==> src/rtl/dmem_arbiter.sv <==
// Two-requester arbiter for the data-memory port: m0 is the CPU LSU, m1 the debug/DMA loader.
// Round-robin with a bounded lock for atomic bursts; optional grant/conflict counters (DMEM_ARB_STATS_EN).
//
// Ports:
//   clk, rst            rising-edge clock, async active-high reset
//   mN_req/lock/we      request, hold-ownership flag, byte write enables (0 = read)
//   mN_load_select      load extension code passed through to memory
//   mN_addr/wdata       byte address and write data
//   mN_gnt              beat accepted this cycle (combinational)
//   mN_rvalid/rdata     read response, one cycle after a granted read
//   mem_*               shared synchronous memory port (1-cycle read latency)
//   stat_* (optional)   saturating 16-bit grant/conflict counters, stat_clr clears
module dmem_arbiter #(
  parameter int ADDR_W    = 32,
  parameter int DATA_W    = 32,
  parameter int MAX_BURST = 4,
  parameter int CNT_W     = 3
) (
  input  logic              clk,
  input  logic              rst,
  input  logic              m0_req,
  input  logic              m0_lock,
  input  logic [3:0]        m0_we,
  input  logic [2:0]        m0_load_select,
  input  logic [ADDR_W-1:0] m0_addr,
  input  logic [DATA_W-1:0] m0_wdata,
  output logic              m0_gnt,
  output logic              m0_rvalid,
  output logic [DATA_W-1:0] m0_rdata,
  input  logic              m1_req,
  input  logic              m1_lock,
  input  logic [3:0]        m1_we,
  input  logic [2:0]        m1_load_select,
  input  logic [ADDR_W-1:0] m1_addr,
  input  logic [DATA_W-1:0] m1_wdata,
  output logic              m1_gnt,
  output logic              m1_rvalid,
  output logic [DATA_W-1:0] m1_rdata,
  output logic              mem_rd,
  output logic [3:0]        mem_we,
  output logic [2:0]        mem_load_select,
  output logic [ADDR_W-1:0] mem_addr,
  output logic [DATA_W-1:0] mem_wdata,
`ifdef DMEM_ARB_STATS_EN
  input  logic              stat_clr,
  output logic [15:0]       stat_gnt0,
  output logic [15:0]       stat_gnt1,
  output logic [15:0]       stat_conflict,
`endif
  input  logic [DATA_W-1:0] mem_rdata
);

  typedef enum logic [1:0] {
    S_IDLE  = 2'd0,
    S_LOCK0 = 2'd1,
    S_LOCK1 = 2'd2
  } state_t;

  localparam logic [CNT_W-1:0] LP_MAX = CNT_W'(MAX_BURST);
  localparam logic LP_LOCK_EN = (MAX_BURST > 1);
  localparam logic [CNT_W-1:0] LP_ONE = CNT_W'(1);

  state_t r_state;
  state_t w_state_nxt;

  // r_last_gnt = index of the most recently granted requester;
  // the other one wins the next tie.
  logic             r_last_gnt;
  logic             w_last_nxt;
  logic [CNT_W-1:0] r_burst_cnt;
  logic [CNT_W-1:0] w_cnt_nxt;
  logic [CNT_W-1:0] w_cnt_inc;

  logic w_gnt0;
  logic w_gnt1;
  logic w_any;

  logic              r_rvalid0;
  logic              r_rvalid1;
  logic [ADDR_W-1:0] r_addr;
  logic [DATA_W-1:0] r_wdata;
  logic [2:0]        r_ls;

  logic [ADDR_W-1:0] w_sel_addr;
  logic [DATA_W-1:0] w_sel_wdata;
  logic [2:0]        w_sel_ls;
  logic [3:0]        w_sel_we;

  assign w_cnt_inc = r_burst_cnt + LP_ONE;

  always_ff @(posedge clk or posedge rst) begin
    if (rst) begin
      r_state     <= S_IDLE;
      r_last_gnt  <= 1'b1;
      r_burst_cnt <= '0;
    end else begin
      r_state     <= w_state_nxt;
      r_last_gnt  <= w_last_nxt;
      r_burst_cnt <= w_cnt_nxt;
    end
  end

  always_comb begin
    w_gnt0      = 1'b0;
    w_gnt1      = 1'b0;
    w_state_nxt = r_state;
    w_cnt_nxt   = r_burst_cnt;
    w_last_nxt  = r_last_gnt;

    unique case (r_state)
      S_IDLE: begin
        if (m0_req && m1_req) begin
          w_gnt0 = r_last_gnt;
          w_gnt1 = !r_last_gnt;
        end else begin
          w_gnt0 = m0_req;
          w_gnt1 = m1_req;
        end
        if (w_gnt0 && m0_lock && LP_LOCK_EN) begin
          w_state_nxt = S_LOCK0;
          w_cnt_nxt   = LP_ONE;
        end else if (w_gnt1 && m1_lock && LP_LOCK_EN) begin
          w_state_nxt = S_LOCK1;
          w_cnt_nxt   = LP_ONE;
        end
      end

      S_LOCK0: begin
        w_gnt0 = m0_req;
        if (m0_req) begin
          // Owner drops lock or hits the burst cap: hand back to round-robin.
          if (!m0_lock || (w_cnt_inc == LP_MAX)) begin
            w_state_nxt = S_IDLE;
            w_cnt_nxt   = '0;
          end else begin
            w_cnt_nxt = w_cnt_inc;
          end
        end else if (!m0_lock) begin
          w_state_nxt = S_IDLE;
          w_cnt_nxt   = '0;
        end
      end

      S_LOCK1: begin
        w_gnt1 = m1_req;
        if (m1_req) begin
          if (!m1_lock || (w_cnt_inc == LP_MAX)) begin
            w_state_nxt = S_IDLE;
            w_cnt_nxt   = '0;
          end else begin
            w_cnt_nxt = w_cnt_inc;
          end
        end else if (!m1_lock) begin
          w_state_nxt = S_IDLE;
          w_cnt_nxt   = '0;
        end
      end

      default: begin
        w_state_nxt = S_IDLE;
        w_cnt_nxt   = '0;
      end
    endcase

    if (w_gnt0) begin
      w_last_nxt = 1'b0;
    end else if (w_gnt1) begin
      w_last_nxt = 1'b1;
    end
  end

  assign m0_gnt = w_gnt0;
  assign m1_gnt = w_gnt1;
  assign w_any  = w_gnt0 | w_gnt1;

  assign w_sel_addr  = w_gnt1 ? m1_addr : m0_addr;
  assign w_sel_wdata = w_gnt1 ? m1_wdata : m0_wdata;
  assign w_sel_ls    = w_gnt1 ? m1_load_select : m0_load_select;
  assign w_sel_we    = w_gnt1 ? m1_we : m0_we;

  // Address/data/load_select hold the last granted beat between grants
  // so the memory inputs do not toggle while idle.
  always_ff @(posedge clk or posedge rst) begin
    if (rst) begin
      r_addr  <= '0;
      r_wdata <= '0;
      r_ls    <= '0;
    end else if (w_any) begin
      r_addr  <= w_sel_addr;
      r_wdata <= w_sel_wdata;
      r_ls    <= w_sel_ls;
    end
  end

  assign mem_rd          = w_any;
  assign mem_we          = w_any ? w_sel_we : 4'b0000;
  assign mem_addr        = w_any ? w_sel_addr : r_addr;
  assign mem_wdata       = w_any ? w_sel_wdata : r_wdata;
  assign mem_load_select = w_any ? w_sel_ls : r_ls;

  always_ff @(posedge clk or posedge rst) begin
    if (rst) begin
      r_rvalid0 <= 1'b0;
      r_rvalid1 <= 1'b0;
    end else begin
      r_rvalid0 <= w_gnt0 && (m0_we == 4'b0000);
      r_rvalid1 <= w_gnt1 && (m1_we == 4'b0000);
    end
  end

  assign m0_rvalid = r_rvalid0;
  assign m1_rvalid = r_rvalid1;
  assign m0_rdata  = r_rvalid0 ? mem_rdata : '0;
  assign m1_rdata  = r_rvalid1 ? mem_rdata : '0;

`ifdef DMEM_ARB_STATS_EN
  logic [15:0] r_stat_gnt0;
  logic [15:0] r_stat_gnt1;
  logic [15:0] r_stat_conf;
  logic        w_conflict;

  // Both requesting always leaves one of them blocked.
  assign w_conflict = m0_req && m1_req;

  always_ff @(posedge clk or posedge rst) begin
    if (rst) begin
      r_stat_gnt0 <= '0;
      r_stat_gnt1 <= '0;
      r_stat_conf <= '0;
    end else if (stat_clr) begin
      r_stat_gnt0 <= '0;
      r_stat_gnt1 <= '0;
      r_stat_conf <= '0;
    end else begin
      if (w_gnt0 && (r_stat_gnt0 != 16'hFFFF)) begin
        r_stat_gnt0 <= r_stat_gnt0 + 16'd1;
      end
      if (w_gnt1 && (r_stat_gnt1 != 16'hFFFF)) begin
        r_stat_gnt1 <= r_stat_gnt1 + 16'd1;
      end
      if (w_conflict && (r_stat_conf != 16'hFFFF)) begin
        r_stat_conf <= r_stat_conf + 16'd1;
      end
    end
  end

  assign stat_gnt0     = r_stat_gnt0;
  assign stat_gnt1     = r_stat_gnt1;
  assign stat_conflict = r_stat_conf;
`endif

endmodule

==> config.mk <==
export PLATFORM = sky130hd
export DESIGN_NAME = dmem_arbiter
export DESIGN_NICKNAME = d
export VERILOG_FILES = /design/src/rtl/dmem_arbiter.sv
export SDC_FILE = /design/constraint.sdc
export NUM_CORES = 1
export LEC_CHECK = 0
export BUFFER_PORTS_ARGS = -buffer_cell sky130_fd_sc_hd__buf_4
export CAP_MARGIN = 40
export CELL_PAD_IN_SITES_DETAIL_PLACEMENT = 1
export CELL_PAD_IN_SITES_GLOBAL_PLACEMENT = 2
export CORE_AREA = 5 5 156 158
export CTS_CLUSTER_DIAMETER = 150
export DETAILED_ROUTE_END_ITERATION = 7
export DIE_AREA = 0 0 161 163
export PLACE_DENSITY_LB_ADDON = 0.1
export SYNTH_ARGS = -nofsm -noshare
export SYNTH_HDL_FRONTEND = slang
export SYNTH_SLANG_ARGS = --single-unit
==> constraint.sdc <==
create_clock -name clk -period 2.05 [get_ports clk]
set_input_delay 0.205 -clock clk [delete_from_list [all_inputs] [get_ports clk]]
set_output_delay 0.205 -clock clk [all_outputs]
set_load 0.02 [all_outputs]
### Word level (Yosys, flattened, before mapping)

Index checks and enable logic that the tools add are counted.

* bits in registers: 75
* input bits: 180
* output and inout bits: 140
* logic and storage cells: 70

* add/sub/neg operators: 1
* equality and inequality tests: 8
* mux-type cells: 36
* bitwise logic cells: 1
* reduce and logical (&&, ||, !) cells: 16

Operator list (number)
* 32-bit 2-to-1 mux: 6
* 3-bit 2-to-1 mux: 10
* 2-bit 2-to-1 mux: 8
* 3-bit inequality test, second input constant: 5
* 3-bit case mux with 3 select lines: 1
* 4-bit zero test: 2
* 4-bit 2-to-1 mux: 2
* 1-bit 2-to-1 mux: 6
* 2-bit case mux with 3 select lines: 1
* 1-bit logical AND: 5
* 5-bit AND reduction: 1
* 1-bit case mux with 2 select lines: 2
* 3-bit by 1-bit adder with 3-bit output, second input constant: 1
* 3-bit equality test, second input constant: 1
* 1-bit zero test: 3
* 3-bit AND reduction: 1
* 2-bit by 1-bit equality test with 1-bit output, second input constant: 1
* 2-bit equality test, second input constant: 1
* 2-bit zero test: 1
* 1-bit logical OR: 2
* 2-bit nonzero test: 1
* 1-bit OR: 1

### Depth between registers and ports, before layout

Gate-level depths: netlist of run 1.

* depth in word-level cells: 7
* depth in mapped cells: 7
* mapped depth without buffers: 5

### Least setup slack after synthesis of run 1

Ideal clock, no wire load.

* kind: reg-to-output
* start: reg r_state[1]
* end: out mem_load_select[0]
* arrival time: 1.453 ns
* required time: 1.845 ns
* setup slack: 0.392 ns
* stages on the path, launching flop included: 8
* path buffers: 3
* path through: dfrtp_1 buf_2 nor2b_2 o21a_1 buf_2 buf_4 a22oi_1 nand2_1

* word-level cells in the longest chain between the ends: 4
* elaborated cells on any way between the ends: 8
* those cells by class: 2 x eq/ne; 4 x mux; 1 x bitwise; 1 x reduce/logical

Ends and longest elaborated chain
* start: declaration: line 63 `state_t r_state;`
* start signal: assignment: line 97 `r_state <= w_state_nxt;`
* 2-bit by 1-bit equality test with 1-bit output / 2-bit zero test (equally long branches): line 110 `unique case (r_state)`
* 1-bit case mux with 2 select lines *: line 110
* net m0_gnt: line 27 `output logic m0_gnt,`
* 1-bit OR *: line 174 `assign w_any = w_gnt0 | w_gnt1;`
* 3-bit 2-to-1 mux *
* end: declaration: line 41 `output logic [2:0] mem_load_select,`

Mark *: on every way through the listed nets, which the timed path passes. The rest lies on a longest branch.

### Worst setup path in the final report of run 1

* start: reg r_state[0]
* end: out mem_load_select[1]

* word-level cells in the longest chain between the ends: 4
* elaborated cells on any way between the ends: 8
* those cells by class: 2 x eq/ne; 4 x mux; 1 x bitwise; 1 x reduce/logical

Ends and longest elaborated chain (line)
* 2-bit equality test, or another cell as far along: 110
* 1-bit case mux with 2 select lines: 110
* 3-bit 2-to-1 mux / 1-bit OR (equally long branches): 178, 174
* 3-bit 2-to-1 mux *

Every way passes the cells marked *; elsewhere a longest branch is shown, timed or not.

==> results of run 1 <==
cell usage after synthesis, drive strengths merged:
cell type | n | area (sq um)
mux2 | 1 | 11.26
a22o | 4 | 35.03
dfstp | 1 | 26.28
o21ai | 4 | 23.77
nand2b | 2 | 12.51
a221o | 1 | 10.01
inv | 2 | 7.510
a311o | 1 | 10.01
and3b | 1 | 8.760
buf | 18 | 107.6
nand2 | 137 | 514.2
nor4 | 2 | 12.51
a21oi | 2 | 13.76
a221oi | 1 | 15.01
a31oi | 1 | 6.260
nand4b | 1 | 8.760
o21a | 1 | 7.510
and2 | 67 | 419.2
xor2 | 1 | 8.760
nor2b | 3 | 21.27
o31ai | 1 | 7.510
nor3b | 2 | 15.01
nor2 | 3 | 11.26
a32o | 1 | 10.01
ha | 2 | 25.02
dfrtp | 74 | 1852
clkbuf | 12 | 45.04
nand3b | 2 | 15.01
a22oi | 68 | 510.5
a21o | 1 | 7.510
routing by layer:
metal	wire length (um)	part of all wire (%)	up-vias
met5	0	0	-
met4	235	1.2	0
met3	1546	8.1	15
met2	10280	54	190
met1	6944	37	2107
li1	-	-	2061
sequential cells by signal, indices dropped and copies added (netlist names):
signal	flops
r_last_gnt	1
r_ls	3
m0_rvalid	1
r_addr	32
m1_rvalid	1
r_burst_cnt	3
r_state	2
r_wdata	32
power by group through the flow:
stage | Clock [W] | Combinational [W] | Sequential [W]
3_3_place_gp | 0 | 0.00253 | 0.00200
5_1_grt | 0.00179 | 0.00310 | 0.00201
3_5_place_dp | 0 | 0.00256 | 0.00200
4_1_cts | 0.00173 | 0.00268 | 0.00198
6_report | 0.00165 | 0.00288 | 0.00198
2_1_floorplan | 0 | 0.00132 | 0.00196
cell families (layout without fill, tap and decap cells):
group | Yosys count | in the layout | synth area share, %
flops | 75 | 75 | 49.70
buf+inv | 32 | 357 | 4.238
compound gates | 86 | 86 | 17.38
xor+xnor | 1 | 1 | 0.2318
mux | 1 | 1 | 0.2980
fa+ha+maj | 2 | 2 | 0.6621
simple gates | 220 | 220 | 27.48
cells in the final DEF (no fill, tap or decap), types with 3 or more instances in the layout:
master / count
a22o_1: 4
a22oi_1: 32
a22oi_2: 36
and2_1: 67
buf_12: 6
buf_4: 295
buf_6: 35
clkbuf_16: 10
dfrtp_1: 73
nand2_1: 123
nand2_2: 14
o21ai_0: 3
repair_timing:
| action | CTS | global route |
|---|---|---|
| pin swaps | 2 | 7 |
| hold buffers | 1 | 0 |
| cloned | 1 | 1 |
| gates resized for setup | 21 | 70 |
| setup buffers | 3 | 2 |
| endpoints found under the hold margin | 12 | 0 |
| setup endpoints to repair | 72 | 64 |
metrics by stage:
step / TNS, ps / utilization (%) / hold slack [ps]
floorplan: 0 / - / 350.5
global route: -2217 / 31.94 / 88.92
CTS: -0.3548 / 30.59 / 87.66
finish: 0 / 31.94 / 103.9
detailed placement: 0 / 28.58 / 229.1
global placement: 0 / 28.58 / 239.8
area by class of cell:
type / count / area (sq um)
Clock buffer: 11 / 242.7
Clock inverter: 5 / 60.06
Fill cell: 2694 / 15640
Inverter: 2 / 11.26
Multi-Input combinational cell: 310 / 1993
Sequential cell: 75 / 1879
Tap cell: 290 / 362.8
Timing Repair Buffer: 339 / 2791
worst max-delay path, stage by stage, from the launching register on:
cell	delay, ps
dfrtp_1	380
nand2b_4	160
o21a_4	250
buf_12	190
a22oi_1	210
nand2_1	110
buf_4	170
worst paths after layout:
path	startpoint	to	cells after the start
setup / recovery	r_state[0]	mem_load_select[1]	6
hold / removal	m1_wdata[1]	r_wdata[1]	3
setup reg to reg	r_state[1]	r_burst_cnt[2]	5
hold reg to reg	r_wdata[29]	r_wdata[29]	2
max in group asynchronous	rst	r_last_gnt	4
min in group asynchronous	rst	r_wdata[14]	3
==> flow_summary.json, run 1 <==
{
  "vias": 4373,
  "syn_inst": 417,
  "io_buffers": 319,
  "syn_area_per_cell_sq_um": 9.061,
  "status": "completed",
  "ys_ff_latch": 75,
  "slew_headroom_pct": 74.72,
  "die_w_um": 161,
  "ios": 320,
  "setup_viol": 0,
  "die_h_um": 163,
  "r2r_slack_ps": 430,
  "maxCapViolCount": 0,
  "finalNonFillerCells": 1032,
  "holdCritPathClass": "input pin to flop",
  "timing.final.crit_period_ps": 2034,
  "dp_slack_ps": 170.0,
  "comb_power_share_pct": 44.2,
  "overflow": 0,
  "syn2layout_area_growth_pct": 94.27,
  "required_ps": 1850,
  "path_clk_slew_ps": 60,
  "power_leakage_nw": 3.706,
  "grt_util_met3_pct": 4.733,
  "core-area_sq_mm": 0.02298,
  "antenna_found_initial": 0,
  "worstPathArrival_ps": 1830,
  "dpl.hpwl_um": 14670,
  "start_kind": "flop",
  "gp_congestion": 0.7208,
  "netlist_area_sq_mm": 0.003779,
  "worstSetupEndpointType": "primary output",
  "fin_ws_ps": 15.79,
  "initial_core_util_pct": 16.44,
  "placedCellCount": 1008,
  "period_share_pct": 99.23,
  "finalPower_w": 0.006503,
  "yosysSeqAreaShare_pct": 49.70,
  "placed_cell_area_sq_mm": 0.006569,
  "clkPwrFrac_pct": 25.4,
  "finalClockSkew_ps": 7.238,
  "crit_type": "flop to primary output",
  "clock_path_buffers": 2,
  "cts_buffers": 9,
  "track_usage_pct": 13.74,
  "die-area_sq_mm": 0.02624,
  "vdd_ir_drop_max_uv": 343.5,
  "dr.pass1.iters": 4,
  "synth.distinct_cells": 34,
  "yosysWarnings": 0,
  "cts_sinks": 75,
  "drive_gt1_share_pct": 55.80,
  "clock_latency_ps": 340,
  "h-tree-depth": 3,
  "drtAntennaViolNets": 0,
  "power_density_mw_per_mm2": 885.9,
  "first_iter_violations": 113,
  "cts_tree": "built",
  "globalRouteMet2Util_pct": 26.32,
  "pwr-share-seq_pct": 30.4,
  "p_int_w": 0.004122,
  "switching_share_pct": 36.61,
  "grt_pass1_wl_um": 27860,
  "grt_max_degree": 47,
  "nets": 919,
  "cp_max_fo": 27,
  "syn-num-nets": 599,
  "hold_violations": 0,
  "final_area_sq_mm": 0.007341,
  "drc_errors": 0,
  "wl_um": 19000,
  "cts_root_buffer": "clkbuf_16",
  "max_slew.worst_pin.slew_ps": 375.8,
  "use_met1_pct": 14.37,
  "wire_per_inst_um": 18.41,
  "grt_pass1_vias": 4639,
  "p_switching_w": 0.002381,
  "routed_via_density": 4.237,
  "num_antenna_cells": 0,
  "rsz0062_at_grt": "true",
  "drv_slew": 0,
  "num_rows": 56,
  "fmax_mhz": 491.6,
  "grt.busiest_layer": "met2"
}
Power figures use the tool's default switching activity.
==> run 2, diff against run 1 <==
Settings changed: RECOVER_POWER set to 50.
==> run 2 against run 1 <==
  * Fmax stayed put
  * Register-to-register slack hardly changed
  * Cell count stayed put
  * Sequential power hardly changed
  * Critical path type unchanged
  * Largest cell class unchanged
==> flow_summary.json, run 2 (synthesis results as in run 1) <==
{
  "status": "completed",
  "slew_headroom_pct": 48.13,
  "dp_slack_ps": 170.0,
  "cts_root_buffer": "clkbuf_16",
  "cpPeakStageDelay_ps": 380,
  "clkPwrFrac_pct": 25.4,
  "power_density_mw_per_mm2": 886.1,
  "slowest_stage": "dfrtp_1",
  "routed_via_density": 4.237,
  "finalPower_w": 0.006503,
  "path_clk_slew_ps": 60,
  "syn2layout_area_growth_pct": 94.21,
  "pwr-share-seq_pct": 30.4,
  "final_common_cell": "buf_4",
  "comb_power_share_pct": 44.2,
  "multiInputGateArea_sq_mm": 0.001993,
  "reg.largest.list": "r_addr x32, r_wdata x32",
  "drive_gt1_share_pct": 55.80,
  "fillers": 2693,
  "utilization_pct": 31.93,
  "num_antenna_cells": 0,
  "power_leakage_nw": 3.705,
  "setup_viol": 0,
  "antenna_found_initial": 0,
  "finalHoldWorstSlack_ps": 103.9,
  "die-area_sq_mm": 0.02624,
  "initial_core_util_pct": 16.44,
  "clock_path_buffers": 2,
  "first_iter_violations": 113,
  "track_usage_pct": 13.74,
  "drv_slew": 0,
  "ios": 320,
  "hold_violations": 0,
  "grt_pass1_vias": 4639,
  "core-area_sq_mm": 0.02298,
  "startpoint": "r_state[0]",
  "die_h_um": 163,
  "fin_tns_setup_ps": 0,
  "fin_ws_ps": 15.79,
  "maxCapViolCount": 0,
  "start_kind": "flop",
  "nets": 919,
  "finalClockSkew_ps": 7.238,
  "dr.pass1.iters": 4,
  "rsz0062_at_grt": "true",
  "cts_buffers": 9,
  "cp_max_fo": 27,
  "switching_share_pct": 36.61,
  "vias": 4373,
  "p_int_w": 0.004122,
  "max_slew.worst_pin.slew_ps": 773.8,
  "fmax_mhz": 491.6,
  "grt_max_degree": 47,
  "seq_area_sq_mm": 0.001879,
  "vdd_ir_drop_max_uv": 343.5,
  "min_from": "m1_wdata[1]",
  "crit_chain": "nand2b_4, o21a_4, buf_12, a22oi_1, nand2_1, buf_4",
  "dpl.hpwl_um": 14670,
  "die_w_um": 161,
  "drtAntennaViolNets": 0,
  "period_share_pct": 99.23,
  "overflow": 0,
  "clock_latency_ps": 340,
  "num_rows": 56,
  "grt_pass1_wl_um": 27860,
  "timing.final.crit_period_ps": 2034,
  "cts_sinks": 75,
  "worstPathArrival_ps": 1830,
  "gp_congestion": 0.7208,
  "wl_um": 19000,
  "worstSetupEndpointType": "primary output",
  "most-common-layout-cells": "buf_4 (294), nand2_1 (123), dfrtp_1 (73), and2_1 (67), a22oi_2 (36)",
  "drc_errors": 0,
  "crit_buf_inv": 2,
  "holdCritPathClass": "input pin to flop",
  "crit_type": "flop to primary output",
  "required_ps": 1850,
  "io_buffers": 319,
  "crit_family": "compound AO/OA/AOI/OAI gates",
  "h-tree-depth": 3,
  "p_switching_w": 0.002381,
  "wire_per_inst_um": 18.41,
  "rr_startpoint": "r_state[1]",
  "cts_tree": "built"
}
==> run 2: cell types whose count changed in the layout (fill, tap and decap cells not counted) <==
| cell | before | now |
|---|---|---|
| buf_4 | 295 | 294 |
| clkbuf_4 | 0 | 1 |
| clkinvlp_2 | 0 | 1 |
| clkinvlp_4 | 2 | 1 |
==> run 2: power groups by stage <==
stage	combinational, W	sequential (W)	clock [W]
2_1_floorplan	0.00132	0.00196	0
3_3_place_gp	0.00253	0.00200	0
3_5_place_dp	0.00256	0.00200	0
4_1_cts	0.00268	0.00198	0.00173
5_1_grt	0.00310	0.00201	0.00179
6_report	0.00288	0.00198	0.00165
==> run 2: per-layer routing <==
layer	track usage, %	share of wire, %	up-vias
met2	26.32	54	190
li1	-	-	2061
met5	0	0	-
met3	4.733	8.1	15
met1	14.37	37	2107
met4	3.335	1.2	0
==> run 2: cell type report <==
class	instances	area share [%]
timing repair buffer	339	38.04
inverter	2	0.1194
tap	290	4.945
multi-input combinational	310	27.16
sequential	75	25.61
clock inverter	5	0.8184
clock buffer	11	3.308
==> run 2: metrics by stage <==
stage | area [sq um] | cells
floorplan | 3782 | 417
global placement | 6569 | 1008
detailed placement | 6569 | 1008
CTS | 7029 | 1029
global route | 7338 | 1032
finish | 7338 | 1032
==> run 2: worst reg2reg max path: stages (launching register included) <==
cell,delay (ps)
dfrtp_2,420
buf_4,160
nand3b_1,200
a221oi_2,440
and3b_1,230
a221o_1,110
==> run 2: path summary, 6_finish.rpt <==
path / end / slack [ps] / cells after the start
max: mem_load_select[1] / 20 / 6
min: r_wdata[1] / 100 / 3
max reg2reg: r_burst_cnt[2] / 430 / 5
min reg2reg: r_wdata[29] / 480 / 2
max in group asynchronous: r_last_gnt / 750 / 4
min in group asynchronous: r_wdata[14] / 530 / 3
==> run 2: repair_timing <==
item                       4_1_cts  5_1_grt
buffers inserted                 3        2
hold endpoints to repair        12        0
hold buffers                     1        0
pin swaps                        2        7
gates cloned                     1        1
setup endpoints to repair       72       64
gates resized for setup         21       70
==> run 3, diff against run 2 <==
Settings changed: CAP_MARGIN 40 to unset, CORE_AREA 5 5 156 158 to 2 2 153 155, DIE_AREA 0 0 161 163 to 0 0 155 157.
==> run 3 against run 2 <==
  * The run now ends with negative setup slack left
  * Hold slack got worse by 12 ps
  * Via count rose by 2.1%
  * Die area decreased by 7.3%
  * Sequential share of layout area down 1.1 points
  * Non-clock buffer count is 19 higher
  * Fmax fell by 2.1%
  * Largest power group unchanged
  * Highest routed layer unchanged
==> flow_summary.json, run 3 (synthesis results as in run 1) <==
{
  "finalHoldWorstSlack_ps": 91.60,
  "ios": 320,
  "required_ps": 1850,
  "nets": 939,
  "wire_per_inst_um": 17.96,
  "clock_latency_ps": 350,
  "reg2reg_to": "r_burst_cnt[0]",
  "cts_buffers": 9,
  "period_share_pct": 101.4,
  "timing.final.crit_period_ps": 2078,
  "overflow": 0,
  "holdPathStages": 3,
  "max_slew.worst_pin.slew_ps": 1270,
  "cts_sinks": 75,
  "drtAntennaViolNets": 0,
  "initial_core_util_pct": 16.79,
  "start_kind": "flop",
  "clock_path_buffers": 2,
  "cts_tree": "built",
  "maxCapViolCount": 0,
  "crit_type": "flop to primary output",
  "slowest_stage": "dfrtp_2",
  "cpPeakStageDelay_ps": 430,
  "vias": 4466,
  "drive_gt1_share_pct": 57.74,
  "power_leakage_nw": 3.858,
  "gp_congestion": 0.7597,
  "reg.largest.list": "r_addr x32, r_wdata x32",
  "crit_buf_inv": 4,
  "worstSetupEndpointType": "primary output",
  "die_h_um": 157,
  "core-area_sq_mm": 0.02250,
  "hold_violations": 0,
  "setup_viol": 7,
  "wl_um": 18810,
  "finalClockSkew_ps": 5.540,
  "worstRegToRegCells": 4,
  "routed_via_density": 4.266,
  "min_from": "m1_wdata[22]",
  "dr.pass1.iters": 4,
  "first_iter_violations": 129,
  "grt_pass1_wl_um": 25700,
  "syn2layout_area_growth_pct": 103.1,
  "placedCellCount": 1004,
  "num_rows": 55,
  "hold_end": "r_wdata[22]",
  "status": "complete, but fails checks",
  "grt_max_degree": 42,
  "antenna_found_initial": 0,
  "rsz0062_at_grt": "true",
  "crit_family": "buffers and inverters",
  "final_common_cell": "buf_4",
  "drc_errors": 0,
  "track_usage_pct": 13.57,
  "fmax_mhz": 481.3,
  "h-tree-depth": 3,
  "slew_headroom_pct": 14.86,
  "num_antenna_cells": 0,
  "die-area_sq_mm": 0.02434,
  "finalNonFillerCells": 1047,
  "fin_ws_ps": -27.68,
  "grt_pass1_vias": 4654,
  "power_density_mw_per_mm2": 908.3,
  "rr_startpoint": "r_last_gnt",
  "path_clk_slew_ps": 70,
  "holdCritPathClass": "input pin to flop",
  "utilization_pct": 34.10,
  "r2r_slack_ps": 390,
  "crit_chain": "nor2b_4, buf_6, a21oi_4, buf_12, clkbuf_16, a22oi_2, nand2_1, buf_4",
  "vdd_ir_drop_max_uv": 394.1,
  "cp_max_fo": 17,
  "io_buffers": 319,
  "violations": "negative setup slack",
  "cts_root_buffer": "clkbuf_16",
  "dp_slack_ps": 166.6,
  "most-common-layout-cells": "buf_4 (299), nand2_1 (121), dfrtp_1 (73), and2_1 (67), a22oi_2 (42)",
  "drv_slew": 0,
  "die_w_um": 155,
  "worstPathArrival_ps": 1870,
  "dpl.hpwl_um": 12840
}
==> run 3: power breakdown <==
part	total, W	internal (W)	switching, W
sequential	0.00198	0.00185	0.000131
combinational	0.00316	0.00149	0.00168
clock	0.00183	0.00112	0.000711
==> run 3: through the flow <==
step	cell area, sq um	TNS (ps)	total power, W
after floorplan	3782	0	0.003278
after global routing	7674	-3680	0.007378
final	7674	-84.96	0.006970
after detailed placement	6570	0	0.004551
after global placement	6570	0	0.004506
after CTS	7059	-315.0	0.006545
==> run 3: worst max path at each step <==
stage	start	end	slack, ps	cells after the start
final	r_state[1]	mem_wdata[23]	-30	8
after global routing	r_state[1]	mem_wdata[23]	-100	8
after CTS	r_state[0]	mem_wdata[23]	-30	6
after detailed placement	r_state[1]	mem_addr[22]	170	6
after global placement	r_state[1]	mem_wdata[2]	190	6
after floorplan	r_state[1]	mem_load_select[0]	390	7
==> run 3: timing repair <==
item                                    CTS  global route
pin swaps                                12            12
hold buffers                              1             0
endpoints found under the setup margin   71            65
buffers inserted                          2            14
resized for setup                        23            84
endpoints found under the hold margin    23             0
cloned                                    1             9
==> run 3: cell type report <==
class                           instances  area, sq um
Clock buffer                           10        239.0
Fill cell                            2599        14830
Tap cell                              285        356.6
Multi-Input combinational cell        311         2034
Timing Repair Buffer                  358         3059
Sequential cell                        75         1879
Clock inverter                          6        96.34
Inverter                                2        8.758
==> run 3: layer usage <==
metal  up-vias  global-route usage, %  routed length, um
li1       2101                      -                  -
met3        10                  5.231               1789
met2       199                  24.78               9775
met5         -                      0                  0
met1      2156                  14.77               7083
met4         0                  3.351                159
==> run 3: worst min-delay path: stages <==
cell     delay (ps)
buf_4            80
a22oi_2          40
nand2_1          70
